**src/rtl/clk_meas_pkg.sv**
```systemverilog
// Shared definitions for the divided-clock ratio meter.
//   meas_state_t : measurement FSM encoding (IDLE, PARTIAL, TRACK, LOCKED)
//   DEF_W        : default width of the ratio and phase counters
//   DEF_LOCK_CNT : default number of identical periods needed for lock
//   DEF_TIMEOUT  : default ref-cycle count without an edge before timeout
package clk_meas_pkg;

   localparam int DEF_W        = 8;
   localparam int DEF_LOCK_CNT = 4;
   localparam int DEF_TIMEOUT  = 255;

   typedef enum logic [1:0] {
      IDLE    = 2'd0,
      PARTIAL = 2'd1,
      TRACK   = 2'd2,
      LOCKED  = 2'd3
   } meas_state_t;

endpackage

```
**src/rtl/clk_edge_det.sv**
```systemverilog
// Two-flop sampler and edge detector for the clock under test.
// The clock under test is launched from a flop on i_ref_clk, so no
// synchronizer is needed; s1/s2 only provide the delayed copy for edges.
//   i_ref_clk : reference clock (posedge)
//   i_clr     : synchronous clear of both sample flops
//   i_div_clk : clock under test
//   o_rise    : combinational, s1 & ~s2
//   o_fall    : combinational, ~s1 & s2
module clk_edge_det (
   input  logic i_ref_clk,
   input  logic i_clr,
   input  logic i_div_clk,
   output logic o_rise,
   output logic o_fall
);

   logic s1;
   logic s2;

   always_ff @(posedge i_ref_clk) begin
      if (i_clr) begin
         s1 <= 1'b0;
         s2 <= 1'b0;
      end else begin
         s1 <= i_div_clk;
         s2 <= s1;
      end
   end

   assign o_rise = s1 & ~s2;
   assign o_fall = ~s1 & s2;

endmodule

```
**src/rtl/clk_ratio_meter.sv**
```systemverilog
// Measures the period and high/low phase lengths of a divided clock in
// reference-clock cycles, and reports lock, period errors and timeout.
//   i_ref_clk   : reference clock, all logic on posedge
//   i_rst_n     : synchronous reset, active low (wins over everything)
//   i_clk_en    : measurement enable; 0 clears all state synchronously
//   i_div_clk   : clock under test
//   o_div_ratio : last measured period (high+low), saturated at 2^W-1
//   o_high_cnt  : last measured high-phase length
//   o_low_cnt   : last measured low-phase length
//   o_valid     : 1-cycle pulse when a new period is captured
//   o_locked    : LOCK_CNT consecutive identical periods seen
//   o_err       : 1-cycle pulse on period change while locked, or overflow
//   o_timeout   : no edge for TIMEOUT cycles; clears on the next edge
module clk_ratio_meter
   import clk_meas_pkg::*;
#(
   parameter int W        = DEF_W,
   parameter int LOCK_CNT = DEF_LOCK_CNT,
   parameter int TIMEOUT  = DEF_TIMEOUT
) (
   input  logic         i_ref_clk,
   input  logic         i_rst_n,
   input  logic         i_clk_en,
   input  logic         i_div_clk,
   output logic [W-1:0] o_div_ratio,
   output logic [W-1:0] o_high_cnt,
   output logic [W-1:0] o_low_cnt,
   output logic         o_valid,
   output logic         o_locked,
   output logic         o_err,
   output logic         o_timeout
);

   localparam int MW = $clog2(LOCK_CNT + 1);
   localparam logic [MW-1:0] LOCK_M    = MW'(LOCK_CNT);
   localparam logic [W-1:0]  CNT_MAX   = '1;
   localparam logic [W-1:0]  TIMEOUT_V = W'(TIMEOUT);

   logic clr;
   logic rise;
   logic fall;

   meas_state_t   state_q, state_d;
   logic [MW-1:0] match_q, match_d;
   logic [W-1:0]  cnt;
   logic [W-1:0]  high_len;
   logic [W-1:0]  prev_period;
   logic [W:0]    period_full;
   logic          ovf;
   logic [W-1:0]  period_sat;
   logic          upd;
   logic          valid_d;
   logic          err_d;
   logic          locked_d;
   logic          timeout_d;

   assign clr = !i_rst_n || !i_clk_en;

   clk_edge_det u_edge (
      .i_ref_clk (i_ref_clk),
      .i_clr     (clr),
      .i_div_clk (i_div_clk),
      .o_rise    (rise),
      .o_fall    (fall)
   );

   // On a rise, cnt holds the low-phase length just finished, so the full
   // period is the captured high phase plus the live counter.
   assign period_full = {1'b0, high_len} + {1'b0, cnt};
   assign ovf         = period_full[W];
   assign period_sat  = ovf ? CNT_MAX : period_full[W-1:0];

   always_comb begin
      state_d   = state_q;
      match_d   = match_q;
      valid_d   = 1'b0;
      err_d     = 1'b0;
      locked_d  = o_locked;
      timeout_d = o_timeout;
      upd       = 1'b0;

      if (rise || fall) begin
         timeout_d = 1'b0;
      end

      if (rise) begin
         case (state_q)
            IDLE: state_d = PARTIAL;
            // The high phase seen so far may be truncated; wait one more rise.
            PARTIAL: begin
               state_d = TRACK;
               match_d = '0;
            end
            default: begin
               upd     = 1'b1;
               valid_d = 1'b1;
               if (ovf) begin
                  err_d    = 1'b1;
                  locked_d = 1'b0;
                  match_d  = '0;
                  state_d  = TRACK;
               end else if (state_q == LOCKED) begin
                  if (period_sat != prev_period) begin
                     err_d    = 1'b1;
                     locked_d = 1'b0;
                     match_d  = MW'(1);
                     state_d  = TRACK;
                  end
               end else begin
                  match_d = (period_sat == prev_period) ? match_q + MW'(1) : MW'(1);
                  if (match_d == LOCK_M) begin
                     state_d  = LOCKED;
                     locked_d = 1'b1;
                  end
               end
            end
         endcase
      end else if (!fall && cnt == TIMEOUT_V) begin
         timeout_d = 1'b1;
         locked_d  = 1'b0;
         match_d   = '0;
         state_d   = IDLE;
      end
   end

   always_ff @(posedge i_ref_clk) begin
      if (clr) begin
         state_q     <= IDLE;
         match_q     <= '0;
         cnt         <= '0;
         high_len    <= '0;
         prev_period <= '0;
         o_div_ratio <= '0;
         o_high_cnt  <= '0;
         o_low_cnt   <= '0;
         o_valid     <= 1'b0;
         o_locked    <= 1'b0;
         o_err       <= 1'b0;
         o_timeout   <= 1'b0;
      end else begin
         state_q   <= state_d;
         match_q   <= match_d;
         o_valid   <= valid_d;
         o_locked  <= locked_d;
         o_err     <= err_d;
         o_timeout <= timeout_d;

         if (rise || fall) begin
            cnt <= W'(1);
         end else if (cnt != CNT_MAX) begin
            cnt <= cnt + W'(1);
         end

         if (fall) begin
            high_len <= cnt;
         end

         if (upd) begin
            prev_period <= period_sat;
            o_div_ratio <= period_sat;
            o_high_cnt  <= high_len;
            o_low_cnt   <= cnt;
         end
      end
   end

endmodule

```
**config.mk**
```make
export PLATFORM = sky130hd
export DESIGN_NAME = clk_ratio_meter
export DESIGN_NICKNAME = d
export VERILOG_FILES = /design/src/rtl/clk_meas_pkg.sv /design/src/rtl/clk_edge_det.sv /design/src/rtl/clk_ratio_meter.sv
export SDC_FILE = /design/constraint.sdc
export NUM_CORES = 1
export LEC_CHECK = 0
export ABC_CLOCK_PERIOD_IN_PS = 4490
export CAP_MARGIN = 20
export CELL_PAD_IN_SITES_DETAIL_PLACEMENT = 1
export CELL_PAD_IN_SITES_GLOBAL_PLACEMENT = 1
export CORE_ASPECT_RATIO = 0.5
export CORE_UTILIZATION = 47
export CTS_BUF_LIST = sky130_fd_sc_hd__clkbuf_4
export CTS_CLUSTER_SIZE = 12
export DETAILED_ROUTE_END_ITERATION = 7
export PLACE_DENSITY_LB_ADDON = 0.05
export SLEW_MARGIN = 0
export SYNTH_ARGS = -nofsm -noshare
export SYNTH_HDL_FRONTEND = slang
export SYNTH_SLANG_ARGS = --single-unit
```
**constraint.sdc**
```tcl
create_clock -name i_ref_clk -period 4.49 [get_ports i_ref_clk]
set_input_delay 1.1225 -clock i_ref_clk [delete_from_list [all_inputs] [get_ports i_ref_clk]]
set_output_delay 1.1225 -clock i_ref_clk [all_outputs]
set_load 0.005 [all_outputs]
```
**After elaboration in Yosys (flattened, before gate mapping)**

Index checks and enable logic that the tools add are counted.

- Equal/unequal tests: 14
- Add/subtract/negate cells: 3
- Multiplexer cells: 32
- Bitwise gates (word level): 5
- Reductions and logical operators: 15

Operators by type and width:

| operator | number |
|---|---|
| $mux W3 | 6 |
| $mux W1 | 17 |
| $mux W2 | 6 |
| $add A8 B8 Y9 | 1 |
| $add A8 B1 Y8 const B | 1 |
| $eq A8 B8 Y1 | 1 |
| $eq A8 B8 Y1 const B | 1 |
| $mux W8 | 1 |
| $ne A8 B8 Y1 | 1 |
| $ne A8 B8 Y1 const B | 1 |
| $ne A6 B1 Y1 const B | 1 |
| $ne A6 B3 Y1 const B | 1 |
| $pmux W3 S2 | 1 |
| $reduce_and A3 Y1 | 2 |
| $ne A5 B3 Y1 const B | 1 |
| $ne A2 B2 Y1 const B | 2 |
| $ne A4 B1 Y1 const B | 1 |
| $ne A4 B3 Y1 const B | 1 |
| $pmux W2 S2 | 1 |
| $reduce_and A4 Y1 | 1 |
| $reduce_bool A2 Y1 | 2 |
| $reduce_or A2 Y1 | 2 |
| $reduce_or A4 Y1 | 1 |
| $add A3 B1 Y3 const B | 1 |
| other kinds (9) | 15 |

- Register bits after elaboration: 51
- Output and inout bits: 28

**Logic depth before layout (Yosys ltp)**

- Word-level depth: 10
- Depth in mapped cells: 11
- Depth with buffers taken out: 10

**Hierarchy**

A second synthesis with hierarchy kept.

- Cell total of the unflattened synthesis: 325
- Area total of the unflattened synthesis: 2653.8 µm²

By module, submodules not included:

| module | times used | cells an instance | area each (µm²) |
|---|---|---|---|
| clk_ratio_meter | 1 | 319 | 2588.7 |
| clk_edge_det | 1 | 6 | 65.1 |

**Worst setup path after synthesis**

Ideal clock, no wire load.

- Path kind: register to register
- From: register cnt[0]
- To: register match_q[0]
- Clock period less this slack: 2.902 ns
- Cell stages (with the launch flop): 11
- Buffers on the path: 0
- Setup slack: 1.588 ns
- Data arrival time: 2.831 ns
- Setup time: 0.072 ns
- Cells stage by stage: dfxtp_1 -> ha_1 -> fa_1 -> xor2_1 -> or3_2 -> a311oi_1 -> o221ai_1 -> nor4b_2 -> nand4b_1 -> a21boi_2 -> mux2i_1

- Word-level cells in the longest chain between the ends: 8
- Elaborated cells between the ends (all ways): 14

Ends and longest elaborated chain:

| element | line | source |
|---|---|---|
| start: declaration | clk_ratio_meter.sv:45 | `logic [W-1:0] cnt;` |
| start signal: assignment | clk_ratio_meter.sv:151 | `cnt <= cnt + W'(1);` |
| $add A8 B8 Y9 | clk_ratio_meter.sv:69 | `assign period_full = {1'b0, high_len} + {1'b0, cnt};` |
| $mux W8 | clk_ratio_meter.sv:71 | `assign period_sat = ovf ? CNT_MAX : period_full[W-1:0];` |
| $eq A8 B8 Y1 | clk_ratio_meter.sv:110 | `match_d = (period_sat == prev_period) ? match_q + MW'(1) : MW'(1);` |
| $mux W3 | clk_ratio_meter.sv:110 |  |
| $mux W3 | clk_ratio_meter.sv:102 | `end else if (state_q == LOCKED) begin` |
| $mux W3 | clk_ratio_meter.sv:97 | `if (ovf) begin` |
| $pmux W3 S2 | clk_ratio_meter.sv:87 | `case (state_q)` |
| $mux W3 | clk_ratio_meter.sv:86 | `if (rise) begin` |
| end signal: assignment | clk_ratio_meter.sv:142 | `match_q <= match_d;` |
| end: declaration | clk_ratio_meter.sv:44 | `logic [MW-1:0] match_q, match_d;` |

Parallel ways exist; a longest one is shown, timed or not.
A chain may end at the register's enable or synchronous reset.

**Worst setup path in the final report**

Same ends and word-level chain as after synthesis.

==> results.toml <==
[global_routing]
grt_pass1_wl_mm = 12.3
grt_max_degree = 32
grt_usage_pct = 26.0
grt_pass1_vias = 2567
met2_usage_pct = 44.6
antenna_found_initial = 0
use_met1_pct = 33.2
overflow = 0
top_usage_layer = "met2"
use_met3_pct = 5.74

[route]
wl_per_cell_um = 17.9
routed_wl_mm = 7.62
drt_pre_antenna_iters = 4
drtAntennaViolNets = 0
vias = 2533
drt_iter0_drc = 126
avgViaCountPerCell = 5.93
drc_errors = 0

[clocking]
cts_buffers = 5
cts_tree = "built"
cts.sinks = 51
clockBufferDepth = 2
clkLatencyLatePin_ns = 0.39
h-tree-depth = 2
cts_resized = 0
ctsHoldBuffers = 0
clockRootBuffer = "clkbuf_4"
clkTransAtPathRegs_ns = 0.15
post_cts_buffers = 0

[placement]
portBuffers = 31
routabilityCongestion = 0.843
placed_cell_area_mm2 = 0.00305
pre_cts_slack_ns = 1.29
hpwl_mm = 5.48

[power]
leakage_nw = 1.18
p_per_area_mw_per_mm2 = 242
ir_drop_mv = 0.139

[synthesis]
synth_fp_nets = 348
async_flop_share_pct = 0
ys.flop_type = "dfxtp_1"
synth_edf_count = 0
synth_area_mm2 = 0.00275
syn_area_per_cell_um2 = 8.31
ys_warn_count = 0
ys_ff_latch = 51
synth_cells = 331
yosysUniqueCellTypes = 67
seq_area_frac_synth_pct = 37.1

[final_layout]
final_cell_area_mm2 = 0.00316
fin_util_pct = 56.8
n_antenna_cell = 0
area_delta_synth_final_pct = 14.8
final_common_cell = "nand2_1"
layout_common_cells = "52 x nand2_1, 51 x dfxtp_1, 32 x a21oi_1"
layout.nets = 370
drive_gt1_share_pct = 8.19

[worst_setup_path]
path_cells = "ha_1 > fa_1 > xor2_1 > or4_1 > a311oi_1 > o221ai_1 > nor4b_2 > nand4b_1 > a21boi_2 > mux2i_1"
end_kind = "register"
critical_path_class = "reg -> reg"
crit_slowest_cell = "fa_1"
regToRegEndpoint = "match_q[0]"
worstSetupEndpoint = "match_q[0]"
max_stage_delay_ns = 0.43
required_ns = 4.82
r2r_start = "cnt[0]"
r2r_slack_ns = 1.22
crit_start = "cnt[0]"
startpoint_type = "register"
worstRegToRegCells = 10
cp.arrival_ns = 3.60
cp_max_fo = 6

[die]
rows = 19
die_h_um = 56.1
initial_core_util_pct = 49.5
die_area_mm2 = 0.00618
die_x_um = 110
coreArea_mm2 = 0.00556
ios = 32

[flow_run]
max_cap_viol_count = 0

[timing]
period_minus_slack_ns = 3.27
worst_pin_slew_ns = 1.04
finalHoldViolCount = 0
setup_viol = 0
fin_ws_ns = 1.22
rsz0062_at_grt = "no"
timing.hold.ws_ns = 0.472
clock.fmax_mhz = 306
slew_violations = 0
tns_ns = 0
finClkSkew_ns = 0.00850
finalCritPeriodShare_pct = 72.8
slew_headroom_pct = 30.6

[outcome]
outcome = "finished clean"

[min_path]
min_path_type = "reg -> reg"
## cells by family (layout without fill, tap and decap cells)
group,after synthesis,after routing,synth area share [%]
adder cells (fa/ha/maj),13,13,6.18
buffers and inverters,24,47,4.64
AO/OA/AOI/OAI,93,93,22.1
AND/OR/NAND/NOR,132,132,23.8
flip-flops,51,51,37.1
XOR/XNOR,8,8,2.55
multiplexers,10,10,3.64
## synth_stat cells, drive strengths merged, types with 2 or more instances
| library cell | n | area share (%) |
|---|---|---|
| mux2i | 10 | 3.6 |
| nor2b | 3 | 0.68 |
| o22ai | 3 | 0.68 |
| or2b | 3 | 0.82 |
| o21a | 3 | 0.82 |
| nand2 | 52 | 7.1 |
| nand4 | 3 | 0.68 |
| a21oi | 32 | 5.8 |
| and4 | 2 | 0.68 |
| a21boi | 2 | 0.68 |
| a21o | 7 | 2.1 |
| or2 | 3 | 0.68 |
| nand3 | 6 | 1.3 |
| nor3 | 6 | 1.1 |
| o2bb2ai | 2 | 0.64 |
| clkbuf | 14 | 2.7 |
| buf | 3 | 0.95 |
| a41oi | 2 | 0.64 |
| inv | 7 | 0.96 |
| a211oi | 3 | 0.82 |
| xor2 | 7 | 2.2 |
| or3 | 3 | 0.77 |
| and2 | 5 | 1.2 |
| ha | 12 | 5.5 |
| nand3b | 2 | 0.55 |
| and3 | 6 | 1.5 |
| o21ai | 17 | 3.1 |
| a31oi | 4 | 0.91 |
| nor2 | 30 | 4.2 |
| dfxtp | 51 | 37 |
| o31ai | 3 | 0.82 |
| o2111a | 2 | 0.82 |
## sequential cells by signal (all words and copies together), names as in the netlist, 2 cells and up
name,flops
high_len,8
state_q,2
match_q,3
cnt,8
o_high_cnt,8
o_low_cnt,8
prev_period,8
## layer usage
metal  vias to the layer above  routed length (um)
met5                         -                   0
met4                         0                  49
met3                         6                 299
met2                        40                3640
met1                      1257                3630
li1                       1230                   -
## through the flow
step,cells,power (mW)
detailed placement,418,0.492
CTS,426,0.767
finish,427,0.763
global route,427,0.787
floorplan,331,0.484
global placement,418,0.491
## final cells by class
class                           instances  area [um2]
Inverter                                7        26.3
Tap cell                               73        91.3
Clock inverter                          3        42.5
Clock buffer                            5        37.5
Fill cell                             694        2400
Timing Repair Buffer                   32         338
Sequential cell                        51        1020
Multi-Input combinational cell        256        1600
## worst min-delay path by stage
stage,from,end,slack (ns),cells past startpoint
floorplan,u_edge.s1,u_edge.s2,0.44,2
global placement,o_high_cnt[2],o_high_cnt[2],0.44,2
detailed placement,o_high_cnt[7],o_high_cnt[7],0.45,2
CTS,u_edge.s1,u_edge.s2,0.48,2
global route,u_edge.s1,u_edge.s2,0.49,2
finish,u_edge.s1,u_edge.s2,0.47,2
## worst max-delay path, delay by kind of cell, from the launching register on
kind                     cells  cell delay, ns
XOR/XNOR                     1            0.20
adder cells (fa/ha/maj)      2            0.70
flip-flops                   1            0.40
AND/OR/NAND/NOR              3            1.06
AO/OA/AOI/OAI                3            0.66
multiplexers                 1            0.19
## power breakdown
group / switching, mW / internal, mW
registers: 0.00277 / 0.454
logic: 0.0174 / 0.0119
clock network: 0.159 / 0.118
Power figures use the tool's default switching activity.
